[config.mk]
export PLATFORM = sky130hd
export DESIGN_NAME = pipelined_barrel_shifter
export DESIGN_NICKNAME = d
export VERILOG_FILES = /design/src/rtl/pipelined_barrel_shifter.sv
export SDC_FILE = /design/constraint.sdc
export NUM_CORES = 1
export LEC_CHECK = 0
export ABC_AREA = 1
export CAP_MARGIN = 20
export CORE_MARGIN = 10
export CORE_UTILIZATION = 50
export CTS_CLUSTER_SIZE = 40
export DETAILED_ROUTE_END_ITERATION = 16
export HOLD_SLACK_MARGIN = 0.12
export PLACE_DENSITY = 0.76
export SLEW_MARGIN = 20
export SYNTH_ARGS = -nofsm -noshare
export SYNTH_HDL_FRONTEND = slang
export SYNTH_SLANG_ARGS = --single-unit
[constraint.sdc]
create_clock -name clk -period 4.2 [get_ports clk]
set_clock_uncertainty 0.15 [all_clocks]
set_input_delay 0.84 -clock clk [delete_from_list [all_inputs] [get_ports clk]]
set_output_delay 0.84 -clock clk [all_outputs]
set_load 0.01 [all_outputs]
[src/rtl/pipelined_barrel_shifter.sv]
// -----------------------------------------------------------------------------
// pipelined_barrel_shifter
//   Parametrised barrel shifter with one register per log2 stage and a
//   valid/ready handshake. Stage k shifts by 2^k when bit k of the amount
//   captured with the operation is set. All stages advance together and all
//   stall together (global stall), so results leave in acceptance order.
//
// Ports
//   clk       rising-edge clock
//   rst       synchronous active-high reset (clears all stage state)
//   in_valid  operand/command valid
//   in_ready  block accepts operands this cycle (= !out_valid | out_ready)
//   a         operand, WIDTH bits
//   b         shift amount, unsigned, SW bits
//   mode      00 LSL, 01 LSR, 10 ASR, 11 ROR
//   out_valid result valid
//   out_ready sink accepts result
//   o         shifted result
//   o_zero    high when o == 0 (only while out_valid)
// -----------------------------------------------------------------------------
module pipelined_barrel_shifter #(
  parameter  int WIDTH = 16,
  localparam int SW    = $clog2(WIDTH)
) (
  input  logic             clk,
  input  logic             rst,
  input  logic             in_valid,
  output logic             in_ready,
  input  logic [WIDTH-1:0] a,
  input  logic [SW-1:0]    b,
  input  logic [1:0]       mode,
  output logic             out_valid,
  input  logic             out_ready,
  output logic [WIDTH-1:0] o,
  output logic             o_zero
);

  localparam logic [1:0] MODE_LSL = 2'b00;
  localparam logic [1:0] MODE_LSR = 2'b01;
  localparam logic [1:0] MODE_ASR = 2'b10;

  // One conditional shift by s positions; ASR takes its fill from the MSB of
  // the data entering this stage, which keeps the sign across all stages.
  function automatic logic [WIDTH-1:0] f_shift_stage(
    input logic [WIDTH-1:0] d,
    input logic             en,
    input logic [1:0]       m,
    input int               s
  );
    logic signed [WIDTH-1:0] sd;
    logic        [WIDTH-1:0] r;
    sd = d;
    r  = d;
    if (en) begin
      case (m)
        MODE_LSL: r = d << s;
        MODE_LSR: r = d >> s;
        MODE_ASR: r = sd >>> s;
        default:  r = (d >> s) | (d << (WIDTH - s));
      endcase
    end
    return r;
  endfunction

  // Stage registers: data and valid for every stage; amount and mode only for
  // stages that still feed a later stage.
  logic [WIDTH-1:0] r_dat  [SW];
  logic [SW-1:0]    r_vld;
  logic [SW-1:0]    r_amt  [SW-1];
  logic [1:0]       r_mode [SW-1];
  logic             r_zero;

  // Combinational inputs/outputs of each stage's shifter.
  logic [WIDTH-1:0] w_din  [SW];
  logic [SW-1:0]    w_ain  [SW];
  logic [1:0]       w_min  [SW];
  logic [WIDTH-1:0] w_dout [SW];
  logic             w_adv;

  assign w_adv = !r_vld[SW-1] || out_ready;

  genvar k;
  generate
    for (k = 0; k < SW; k++) begin : g_stage
      if (k == 0) begin : g_first
        assign w_din[k] = a;
        assign w_ain[k] = b;
        assign w_min[k] = mode;
      end else begin : g_next
        assign w_din[k] = r_dat[k-1];
        assign w_ain[k] = r_amt[k-1];
        assign w_min[k] = r_mode[k-1];
      end
      assign w_dout[k] = f_shift_stage(w_din[k], w_ain[k][k], w_min[k], 1 << k);
    end
  endgenerate

  always_ff @(posedge clk) begin
    if (rst) begin
      r_vld  <= '0;
      r_zero <= 1'b0;
      for (int i = 0; i < SW; i++) r_dat[i] <= '0;
      for (int i = 0; i < SW - 1; i++) begin
        r_amt[i]  <= '0;
        r_mode[i] <= '0;
      end
    end else if (w_adv) begin
      // ---- stage 0: capture (idle cycles load zeros so X never propagates)
      r_vld[0]  <= in_valid;
      r_dat[0]  <= in_valid ? w_dout[0] : '0;
      r_amt[0]  <= in_valid ? b : '0;
      r_mode[0] <= in_valid ? mode : '0;
      // ---- stages 1..SW-1: data and valid move forward together
      for (int i = 1; i < SW; i++) begin
        r_vld[i] <= r_vld[i-1];
        r_dat[i] <= w_dout[i];
      end
      for (int i = 1; i < SW - 1; i++) begin
        r_amt[i]  <= r_amt[i-1];
        r_mode[i] <= r_mode[i-1];
      end
      // ---- final stage flag, qualified by the valid entering it
      r_zero <= r_vld[SW-2] && (w_dout[SW-1] == '0);
    end
  end

  assign in_ready  = w_adv;
  assign out_valid = r_vld[SW-1];
  assign o         = r_dat[SW-1];
  assign o_zero    = r_zero;

endmodule

After elaboration in Yosys (flattened, before gate mapping)
Memories as Yosys holds them, arrays and structs flattened.
Index checks and enable logic that the tools add are counted.

storage, ports and cells
  input port bits = 26
  RAM bits = 82
  register bits = 5
  logic and storage cells = 61
  memories = 3

operators by class
  eq/ne operators = 8
  multiplexer cells = 26
  bitwise gates (word level) = 14
  reductions and logical operators = 8

memory list
  memory  depth  width  read ports  clocked after memory_dff  write ports  line  text
  r_dat   4      16     4           0                         4            67    logic [WIDTH-1:0] r_dat [SW];
  r_amt   3      4      3           0                         3            69    logic [SW-1:0] r_amt [SW-1];
  r_mode  3      2      3           0                         3            70    logic [1:0] r_mode [SW-1];

operators with widths
  cell                                           number
  case mux 16 bit (3 select lines)               4
  2-to-1 mux 16 bit                              9
  zero test 16 bit                               1
  2-to-1 mux 4 bit                               4
  OR 12 x 16 -> 16 bit                           1
  OR 14 x 16 -> 16 bit                           1
  OR 15 x 16 -> 16 bit                           1
  OR 8 x 16 -> 16 bit                            1
  OR 1 bit                                       10
  == test 2 x 1 -> 1 bit, second input constant  4
  == test 2 bit, second input constant           4
  zero test 2 bit                                4
  2-to-1 mux 2 bit                               4
  2-to-1 mux 1 bit                               5
  logical AND 1 bit                              1
  zero test 1 bit                                1
  logical OR 1 bit                               1

Logic depth before layout (Yosys ltp)
Gate-level depths: netlist of the first run.

  word-level depth = 6
  gate-level depth with buffers = 10

Worst setup path after synthesis of the first run
No wires, ideal clock.

  path kind = input-to-reg
  start point = input port out_ready
  end point = memory r_amt[0][11] in the netlist's numbering (enable)
  buffers on the path = 0
  stages on the path = 4
  required time = 3.618 ns
  arrival time = 2.553 ns
  slack = 1.065 ns
  cell sequence = inv_1 -> nand2_4 -> nor2_1 -> inv_1

RTL lines
  element          line  text
  start, declared  33    input logic out_ready,
  end, declared    69

Worst setup path in the final report of the first run
  start point = input port out_ready
  end point = output port in_ready

between the ends
  word-level cells in the longest chain between the ends = 1

ends and longest elaborated chain
  element           line  text
  logical OR 1 bit  80    assign w_adv = !r_vld[SW-1] || out_ready;
  end, declared     28    output logic in_ready,

Every way passes these cells.

==> impl.org, run 1 <==
** Outcome
- Outcome :: finished clean

** Placed design
- In this run the tool buffered the top-level ports with 44 buffer cells.
- Once detailed placement completed, the half-perimeter wirelength came to 6186 um.
- At the end of routability-driven placement, the weighted congestion stood at 0.9381.
- Timing analysis after detailed placement gives a worst setup slack of 1197 ps.

** Drt
- Summed over all layers, the routed wires come to 8316 um.
- Dividing the detail-routed via count by the number of cells gives 5.273.
- Detailed routing inserted a total of 3380 vias.
- First drt pass iteration count :: 5
- In the routed design, unresolved DRC markers number 0.
- In the final routed layout, each cell accounts on average for around 13 um.
- The count of nets left with antenna violations once routing finished came out at 0.
- In this run, the number of DRC markers left after iteration 0 of detailed routing was 141.

** GRT
- Initial antenna violation count :: 0
- The number of global-route vias before repair is 3380.
- Across every metal layer, demand over resource in global routing totals a little over an eighth.
- Entering global routing, the biggest net connects 38 pins.
- First-pass GRT wire length :: approximately 14000 um
- Grt ovf :: 0

** Pwr
- The clock network is responsible for 34.2% of the overall power.
- Switching share of total power :: 23.24%
- For this design the static power due to leakage is 2.211 nW.
- IR Drop Worst-Case VDD :: 0.1630 mV
- Combinational cells account for approximately 11% of the total power.
- Overall power :: 1.748 mW
- Power per Cell Area :: 348.2 mW/mm^2
- Sequential cells account for 54.7% of the total power.
- Net switching power figure :: around 410 uW
- Internal power of the cells :: 1.342 mW

** Synthesis
- In the synthesized netlist, the number of instances is ~500.
- The average instance in the mapped netlist occupies 8.751 um^2.
- Counting flops and latches in the post-synthesis netlist gives 81.
- During synthesis, Yosys emitted a total of 0 warnings.
- After synthesis the cells add up to 0.004332 mm^2.
- Counting distinct cell types in the post-synthesis netlist gives 28.
- For this run, the register share of the synthesized area comes to 55.00%.
- Counting every net in the synthesized netlist gives 521.

** Clocking
- Max Root-Sink Buffers :: 2
- Clock Sinks :: 81
- Number of clock buffers inserted by TritonCTS :: 9
- The cell sitting at the root of the clock tree is a sky130_fd_sc_hd__clkbuf_8.
- H-tree levels :: 3
- Gates resized during post-CTS repair numbered 0.
- Buffers added to address setup during post-CTS repair amount to 0.
- Hold buffer count at CTS :: 0
- Post-CTS clock slew at the launch and capture registers of the worst setup and hold paths :: around 80 ps
- For the worst-skew pair, the clock arrives at the later sink with an insertion delay of about 350 ps.
- CTS tree :: built

** Setup path
- The worst register-to-register path has a depth of 6.
- Critical Path RT :: 3210 ps
- Maximum fanout encountered on the critical timing path :: 5
- Data on the critical path arrives at its endpoint at 2010 ps.
- Crit path launch type :: input port
- CP Class :: in2out
- STA classifies the critical path endpoint as an output pin.

** Final layout
- The area growth from synthesis to layout is 15.89%.
- Filler Cells Inserted :: 698
- Antenna diode instance count :: 0
- In the final layout, the multi-input gates occupy about 0.0015 mm^2.
- The net count of the finished layout is 557.
- Of the cells placed in the final design, the portion with a size suffix greater than 1 is 8.209%.
- In the final layout, flip-flops and latches occupy 0.002382 mm^2.

** Timing
- The worst path in the final design needs a cycle of 2997 ps, including I/O delays and setup.
- Setup Viol. Count Final :: 0
- Relative slew slack :: 41.77%
- For this run, the top clock speed supported by timing is 333.7 MHz.
- Worst Tran Pin Value :: 870.7 ps
- Final hold violations :: 0
- Setup repair after global routing missed its margin :: false
- Number of pins exceeding their max-slew limit in the final report :: 0
- After layout, the worst setup slack is roughly 1200 ps.
- After routing, the total negative slack on setup checks comes to 0 ps.
- Final cycle utilization of the critical path :: between 70 and 80%

** Min path
- Worst Hold Depth :: 2
- Hold crit path type :: reg2reg

** Die
- After floorplanning, the core was divided into 33 placement rows.
- IO Count :: 45
- Die Height :: ~110 um
- In this run the horizontal extent of the chip is about 110 um.
- For this configuration, the core starts out at a cell density of 51.94%.
- The total area inside the core boundary comes to 0.008341 mm^2.
- The floorplan step defined a die boundary enclosing 0.01279 mm^2.

** Job
- The tool flagged a number of max-cap violations equal to 0.
## flip-flops by register name, summed over array words and instances, names as in the netlist
signal / count
r_dat: 64
r_amt: 6
r_mode: 6
r_vld: 4
o_zero: 1
## synth_stat cells
master	instances	area, um^2
sky130_fd_sc_hd__edfxtp_1	76	2282
sky130_fd_sc_hd__nor2_4	3	33.78
sky130_fd_sc_hd__inv_1	89	334.1
sky130_fd_sc_hd__inv_2	4	15.01
sky130_fd_sc_hd__clkbuf_1	10	37.54
sky130_fd_sc_hd__nand2_2	5	31.28
sky130_fd_sc_hd__or2_1	2	12.51
sky130_fd_sc_hd__buf_6	2	22.52
sky130_fd_sc_hd__a41oi_1	6	52.55
sky130_fd_sc_hd__o211ai_1	24	180.2
sky130_fd_sc_hd__nand2_1	73	274.0
sky130_fd_sc_hd__inv_4	1	6.260
sky130_fd_sc_hd__a211oi_1	1	7.510
sky130_fd_sc_hd__nand3_2	1	10.01
sky130_fd_sc_hd__nor2_1	62	232.7
sky130_fd_sc_hd__nor2_2	4	25.02
sky130_fd_sc_hd__buf_4	2	15.01
sky130_fd_sc_hd__a21oi_1	28	140.1
sky130_fd_sc_hd__o21ai_0	54	270.3
sky130_fd_sc_hd__o21ai_1	4	20.02
sky130_fd_sc_hd__clkinv_4	1	8.760
sky130_fd_sc_hd__nand3_1	17	85.08
sky130_fd_sc_hd__a21oi_2	1	8.760
sky130_fd_sc_hd__buf_2	7	35.03
sky130_fd_sc_hd__o22ai_1	6	37.54
sky130_fd_sc_hd__dfxtp_1	5	100.1
sky130_fd_sc_hd__or2_2	5	31.28
sky130_fd_sc_hd__nand2_4	2	22.52
## power by group through the flow
stage / Clock [mW] / Combinational (mW) / Sequential (mW)
after floorplan: 0 / 0.130 / 0.964
after global placement: 0 / 0.185 / 0.971
after detailed placement: 0 / 0.192 / 0.974
after CTS: 0.608 / 0.193 / 0.955
after global routing: 0.647 / 0.219 / 0.962
final: 0.599 / 0.193 / 0.957
## final timing paths
path | endpoint | slack, ps | startpoint
max | in_ready | 1200 | out_ready
min | o_zero | 330 | o_zero
max reg2reg | r_dat[1][4] | 1960 | r_mode[0][1]
min reg2reg | o_zero | 330 | o_zero
## stage by stage
stage / cell area [um^2] / util, % / hold slack [ps] / cells
floorplan: 4332 / - / 295.4 / 495
global placement: 4808 / 57.65 / 297.8 / 625
detailed placement: 4808 / 57.65 / 314.3 / 625
CTS: 5020 / 60.19 / 326.1 / 641
global route: 5020 / 60.19 / 351.4 / 641
finish: 5020 / 60.19 / 326.0 / 641
## layout by cell type (no fill, tap or decap), types with 4 or more instances in the layout
| cell | Yosys | routed |
|---|---|---|
| sky130_fd_sc_hd__dfxtp_1 | 5 | 5 |
| sky130_fd_sc_hd__a21oi_1 | 28 | 28 |
| sky130_fd_sc_hd__nor2_2 | 4 | 4 |
| sky130_fd_sc_hd__o21ai_0 | 54 | 54 |
| sky130_fd_sc_hd__a41oi_1 | 6 | 6 |
| sky130_fd_sc_hd__nor2_1 | 62 | 62 |
| sky130_fd_sc_hd__inv_2 | 4 | 5 |
| sky130_fd_sc_hd__o22ai_1 | 6 | 6 |
| sky130_fd_sc_hd__edfxtp_1 | 76 | 76 |
| sky130_fd_sc_hd__o21ai_1 | 4 | 4 |
| sky130_fd_sc_hd__inv_1 | 89 | 88 |
| sky130_fd_sc_hd__o211ai_1 | 24 | 24 |
| sky130_fd_sc_hd__nand2_1 | 73 | 73 |
| sky130_fd_sc_hd__clkbuf_8 | 0 | 9 |
| sky130_fd_sc_hd__clkdlybuf4s50_1 | 0 | 44 |
| sky130_fd_sc_hd__nand3_1 | 17 | 17 |
| sky130_fd_sc_hd__nand2_2 | 5 | 5 |
| sky130_fd_sc_hd__or2_2 | 5 | 5 |
## critical path, stage by stage
cell and delay (ps):
sky130_fd_sc_hd__clkdlybuf4s50_1 460, sky130_fd_sc_hd__inv_1 60, sky130_fd_sc_hd__nand2_4 90, sky130_fd_sc_hd__clkdlybuf4s50_1 550
## cell type report
type                            count  share of cell area (%)
Clock buffer                       11                   2.617
Inverter                           95                   7.253
Clock inverter                      5                   1.595
Tap cell                          105                   2.617
Multi-Input combinational cell    298                   29.39
Sequential cell                    81                   47.46
Timing Repair Buffer               46                   9.073
## kinds of logic after synthesis
family / synth area share [%]
compound gates: 16.55
buf+inv: 10.95
flops: 55.00
simple gates: 17.50
## per-layer routing
layer	track usage (%)	part of all wire (%)	vias up
li1	-	-	1715
met1	12.11	38	1524
met2	24.92	53	115
met3	3.064	5.8	26
met4	9.645	3.6	0
met5	0	0	-
(Power assumes the default switching activity.)
==> inputs of run 2 (changes only) <==
- clock period: 4.2 -> 2.9 ns (I/O delays scaled with it)
==> impl.org, run 2 (synthesis results as in run 1) <==
** Outcome
- Outcome :: finished clean

** Final layout
- The number of flip-flops under the largest register name came to 64 (unchanged).
- The count of antenna diodes in the layout was 0 (unchanged).
- The fraction of layout cells with a size suffix above 1 was 9.427% (+1.2 points).
- Commonest cells after routing, fill and taps aside :: sky130_fd_sc_hd__inv_1, sky130_fd_sc_hd__edfxtp_1, sky130_fd_sc_hd__nand2_1
- Area delta synth->final :: 18.02%
- Filler Cells Inserted :: 704 (+0.86%)
- Utilization after layout :: 61.30% (+1.1 points)
- Biggest registers after layout :: r_dat (64), r_amt (6), r_mode (6)
- More flip-flops sit in one register than any other, and that register is r_dat.
- Leaving out fill and tap cells, the most frequent cell in the layout is sky130_fd_sc_hd__inv_1.
- Nets :: 562 (+0.90%)

** GRT
- First-pass GRT wire length :: 13920 um (-0.88%)
- The number of global-route vias before repair was 3216 (-4.9%).
- The global-route total usage across every layer is 13.03% (-0.21 points).
- Pin count of the biggest net entering global routing :: 37 (-2.6%)
- Grt ovf :: 0 (unchanged)
- The number of antenna violations at the first check in global routing is 0 (unchanged).

** Drt
- The initial DRC count was 145 (+2.8%).
- The count of unresolved DRC violations after routing is 0 (unchanged).
- The total number of vias was 3365 (-0.44%).
- Number of antenna-violating nets in the routed design :: 0 (unchanged)
- Wire length per cell :: 12.96 um (about the same)
- Via density per instance :: 5.209 (-1.2%)
- Final routed wirelength across all metal layers :: 8373 um (+0.69%)
- The first-pass iteration count of the detailed router is 5 (unchanged).

** Die
- The count of standard-cell rows came to 33 (unchanged).
- Total Die Area :: 0.01279 mm^2 (unchanged)
- Initial core utilization :: 51.94% (unchanged)
- Die X-Extent :: 113.1 um (unchanged)
- The die height is 113.1 um (unchanged).
- IO Count :: 45 (unchanged)
- The area of the core was 0.008341 mm^2 (unchanged).

** Clocking
- Hold buffer count at CTS :: 0 (unchanged)
- Post-CTS clock slew at the launch and capture registers of the worst setup and hold paths :: 90 ps (about the same)
- The number of sinks driven by the clock tree is 81 (unchanged).
- Max Root-Sink Buffers :: 2 (unchanged)
- The insertion delay of the later-clocked pin in the worst-skew pair came to 360 ps (about the same).
- Number of clock buffers inserted by TritonCTS :: 9 (unchanged)
- The deepest level of the CTS H-tree is 3 (unchanged).
- TritonCTS built the clock tree.
- The post-cts resize count was 0 (unchanged).
- Clock tree root driver cell :: sky130_fd_sc_hd__clkbuf_8
- The number of buffers added for setup after CTS came to 0 (unchanged).

** Setup path
- List of cells traversed by the critical path :: clkdlybuf4s50_1 -> inv_1 -> nand2_4 -> clkdlybuf4s50_1
- Stage delay of the slowest cell on the critical path :: 560 ps (about the same)
- CP Class :: in2out
- The data arrival time of the critical path was 1730 ps (-280 ps).
- Worst Setup End Kind :: output pin
- The required time of the worst setup path was 2170 ps (-1040 ps).
- For this design, the slowest cell found on the critical path is sky130_fd_sc_hd__clkdlybuf4s50_1.
- Most Frequent Cell on Critical Path :: sky130_fd_sc_hd__clkdlybuf4s50_1
- The maximum fanout count along the critical path was 5 (unchanged).
- Crit path launch type :: input port

** Timing
- Final hold violations :: 0 (unchanged)
- The worst path needs 2463 ps of the cycle, external delays included.
- The final critical-path setup slack was 437.3 ps (-765.8 ps).
- Final cycle utilization of the critical path :: 84.92%
- Setup Viol. Count Final :: 0 (unchanged)
- The max-slew headroom at the worst pin came to 49.00% (+7.2 points).
- The aggregate negative setup slack was 0 ps (unchanged).
- The transition time at the pin with the least slew margin came to 764.9 ps (-105.8 ps).
- Setup repair after global routing left no endpoint under its margin.
- Number of pins exceeding their max-slew limit in the final report :: 0 (unchanged)
- The worst hold slack is 333.1 ps (+7.150 ps).
- Maximum frequency from static timing analysis :: between 400 and 500 MHz

** Placed design
- Setup WS pre-CTS :: 432.1 ps (-764.8 ps)
- The weighted congestion reported at the end of routability-driven placement came to 0.9269 (-1.2%).
- Port-buffer cells :: 44 (unchanged)
- The HPWL after detailed placement was 6305 um (+1.9%).

** Job
- Max-capacitance violation count :: 0 (unchanged)

** Pwr
- The largest voltage drop on the vdd net was 0.2682 mV (+65%).
- The leakage power was 2.271 nW (+2.7%).
- The total power came to 2.652 mW (+52%).
- The total power divided by cell area came to 518.8 mW/mm^2 (+49%).

** Min path
- The min-delay analysis places its worst path in the category reg2reg.
-- run 2: layout make-up --
type	count	area, um^2	area share, %
Tap cell	105	131.4	2.570
Sequential cell	81	2382	46.60
Multi-Input combinational cell	298	1475	28.85
Clock buffer	9	123.9	2.423
Timing Repair Buffer	51	518.0	10.13
Clock inverter	7	117.6	2.301
Inverter	95	364.1	7.122
-- run 2: critical path, delay by kind of cell --
family | cells | cell delay (ps)
buffers and inverters | 3 | 1070
AND/OR/NAND/NOR | 1 | 90
-- run 2: where the power goes --
part / switching [mW] / internal [mW]
Clock: 0.409 / 0.573
Sequential: 0.0428 / 1.34
Combinational: 0.162 / 0.127
-- run 2: per-stage QoR --
| step | instance area, um^2 | std cells |
|---|---|---|
| after global routing | 5112 | 646 |
| after global placement | 4871 | 630 |
| after floorplan | 4332 | 495 |
| after detailed placement | 4871 | 630 |
| after CTS | 5112 | 646 |
| final | 5112 | 646 |
-- run 2: worst paths after layout --
check | startpoint | end | slack, ps | depth (start not counted)
min reg2reg | r_vld[1] | r_vld[2] | 330 | 2
max reg2reg | r_mode[0][1] | r_dat[1][4] | 1150 | 7
max | out_ready | in_ready | 440 | 4
min | r_vld[1] | r_vld[2] | 330 | 2
-- run 2: routing by layer --
layer | up-vias | share of wire (%) | global-route usage, %
met5 | - | 0 | 0
met4 | 0 | 2.5 | 7.530
met3 | 22 | 5.9 | 2.853
met2 | 106 | 53 | 24.73
met1 | 1506 | 39 | 12.59
li1 | 1731 | - | -
==> inputs of run 3 (changes only) <==
- PLACE_DENSITY: 0.76 -> 0.78
- clock period: 2.9 -> 2 ns (I/O delays scaled with it)
==> impl.org, run 3 (synthesis results as in run 1) <==
** Drt
- The detailed-route wire length per cell is 11.90 um (-8.2%).
- The initial DRC count came to 162 (+12%).
- The remaining antenna violation count was 0 (unchanged).
- The count of unresolved DRC violations after routing was 0 (unchanged).
- The total number of vias was 3396 (+0.92%).
- First drt pass iteration count :: 5 (unchanged)
- The vias per cell is 5.138 (-1.4%).
- Final routed wirelength across all metal layers :: 7865 um (-6.1%)

** Setup path
- Worst Setup End Kind :: output pin
- Terminus of the critical flop-to-flop path :: o_zero
- Crit path launch type :: input port
- In this design, the largest share of critical-path delay is due to buffers and inverters.
- The maximum fanout count along the critical path came to 4 (-1).
- Number of buffer and inverter stages on the critical path :: 4 (+1)
- The logic depth of the worst register-to-register path was 8 (+1).
- Tracing the worst setup path back leads to its startpoint at out_ready.
- Reg2Reg Setup Slack :: 230 ps (-920 ps)
- The longest individual stage delay on the worst path is 500 ps (-60 ps).
- The required time of the worst setup path was 1450 ps (-720 ps).
- The data arrival time of the critical path came to 1380 ps (-350 ps).
- Max stage delay cell, worst path :: sky130_fd_sc_hd__clkdlybuf4s50_1
- List of cells traversed by the critical path :: clkdlybuf4s50_1 -> buf_12 -> inv_16 -> nand2_8 -> dlygate4sd2_1
- The critical path is of the in2out type.
- In this run the critical register-to-register path is launched from r_amt[0][11].

** Pwr
- The total power divided by cell area was 695.3 mW/mm^2 (+34%).
- The internal power of the cells came to 2.848 mW (+40%).
- The clock network power share came to 32.8% (-4.2 points).
- The part of the power in combinational logic is 12.5% (+1.6 points).
- Seq pwr share :: 54.6% (+2.5 points)
- Switching share of total power :: 22.20% (-0.96 points)
- The largest voltage drop on the vdd net is 0.3621 mV (+35%).
- The net switching power was 812.8 uW (+32%).
- The leakage power was 2.331 nW (+2.6%).

** Timing
- The final max-slew violation count is 0 (unchanged).
- The routed design could run at a clock period as short as between 1500 and 2000 ps.
- Setup slack after layout :: 65.04 ps (-372.2 ps)
- The max-slew headroom at the worst pin is 58.58% (+9.6 points).
- Setup repair after global routing left no endpoint under its margin.
- The transition time at the pin with the least slew margin came to 621.3 ps (-143.7 ps).
- Maximum frequency from static timing analysis :: 516.8 MHz
- Setup Viol. Count Final :: 0 (unchanged)
- Of the available clock period, the critical path in the final layout requires 96.75%.
- Final hold violations :: 0 (unchanged)
- The aggregate negative setup slack was 0 ps (unchanged).

** Final layout
- Most frequent standard cell in the layout excluding fill and tap cells :: sky130_fd_sc_hd__inv_1
- Utilization after layout :: 63.13% (+1.8 points)
- Register with the highest flop count :: r_dat
- The count of nets after finishing was 578 (+2.8%).
- The area growth from synthesis to layout is 21.55%.
- Fraction of layout instances using a drive strength above 1 :: 11.87% (+2.4 points)
- Filler Cells Inserted :: 690 (-2.0%)
- In the layout the commonest cells are sky130_fd_sc_hd__inv_1, sky130_fd_sc_hd__edfxtp_1, sky130_fd_sc_hd__nand2_1.
- Antenna diode instance count :: 0 (unchanged)
- The number of flip-flops under the largest register name came to 64 (unchanged).
- Biggest registers after layout :: r_dat (64), r_amt (6), r_mode (6)

** GRT
- Pin count of the biggest net entering global routing :: 45 (+22%)
- Initial antenna violation count :: 0 (unchanged)
- Global-route usage over all layers :: 12.08% (-0.95 points)
- Grt ovf :: 0 (unchanged)
- The first-pass GRT wire length is 12990 um (-6.7%).
- Number of global-route vias before repair :: 3275 (+1.8%)

** Min path
- The startpoint identified for the worst hold timing path is o_zero.
- The path class of the tightest hold or removal check is reg2reg.
- The worst hold path depth came to 2 (unchanged).
- End of the worst hold path :: o_zero

** Outcome
- The run finished with clean final reports.

** Die
- The number of top-level pins is 45 (unchanged).
- Die X-Extent :: 113.1 um (unchanged)
- Total Die Area :: 0.01279 mm^2 (unchanged)
- Die Height :: 113.1 um (unchanged)
- The initial core utilization is 51.94% (unchanged).
- Core area :: 0.008341 mm^2 (unchanged)
- The count of standard-cell rows was 33 (unchanged).

** Placed design
- Setup WS pre-CTS :: -209.9 ps (-642.0 ps)
- The weighted congestion reported at the end of routability-driven placement came to 0.9683 (+4.5%).
- Final HPWL DP :: 6013 um (-4.6%)
- The count of input and output buffers is 44 (unchanged).

** Clocking
- Clock tree root driver cell :: sky130_fd_sc_hd__clkbuf_8
- The clock tree buffer depth is 2 (unchanged).
- Clock insertion delay at the later pin of the skew report :: 340 ps (-20 ps)
- H-tree levels :: 3 (unchanged)
- Hold buffer count at CTS :: 0 (unchanged)
- Clock Sinks :: 81 (unchanged)
- TritonCTS built the clock tree.
- Post-CTS clock slew at the launch and capture registers of the worst setup and hold paths :: 70 ps (-20 ps)
- The TritonCTS buffer count was 9 (unchanged).

** Job
- The number of max-capacitance violations reported is 0 (unchanged).
## run 3: layout make-up
cell class	count	area [um^2]	share of cell area [%]
inverters	95	384.1	7.296
clock buffers	11	131.4	2.495
flip-flops and latches	81	2384	45.27
well taps	105	131.4	2.495
clock inverters	4	68.82	1.307
repair buffers	67	674.4	12.81
multi-input cells	298	1491	28.33
## run 3: worst max path at each step
stage,to,slack (ps),depth (start not counted)
global placement,in_ready,-210,5
finish,in_ready,70,5
CTS,in_ready,50,5
floorplan,r_amt[0][11],-300,4
global route,in_ready,40,5
detailed placement,in_ready,-210,5
## run 3: per-layer routing
layer | wire length [um] | vias to the layer above | track usage [%]
met4 | 145 | 0 | 6.853
met3 | 437 | 13 | 3.751
li1 | - | 1761 | -
met5 | 0 | - | 0
met1 | 3020 | 1511 | 10.48
met2 | 4262 | 111 | 23.58
## run 3: repair_timing
action / in CTS / in global routing
setup buffers: 0 / 0
resized for setup: 1 / 0
endpoints found under the setup margin: 1 / 0
## run 3: worst register-to-register path: cells and delay by family, from the launching register on
family,cells,cell delay (ps)
compound gates,1,110
simple gates,6,600
buf+inv,1,110
flops,1,750
## run 3: through the flow
step	hold WS [ps]	power, mW	cells	instance area, um^2
3_5_place_dp	301.9	2.495	646	5066
4_1_cts	312.8	3.691	661	5265
6_report	312.2	3.661	661	5265
5_1_grt	326.6	3.819	661	5265
2_1_floorplan	288.0	2.302	495	4369
3_3_place_gp	299.1	2.474	646	5066
## run 3: power groups by stage
stage	registers, mW	logic (mW)	clock network, mW
6_report	2.00	0.459	1.20
3_3_place_gp	2.03	0.444	0
2_1_floorplan	2.03	0.277	0
3_5_place_dp	2.04	0.460	0
4_1_cts	2.00	0.461	1.23
5_1_grt	2.01	0.514	1.30
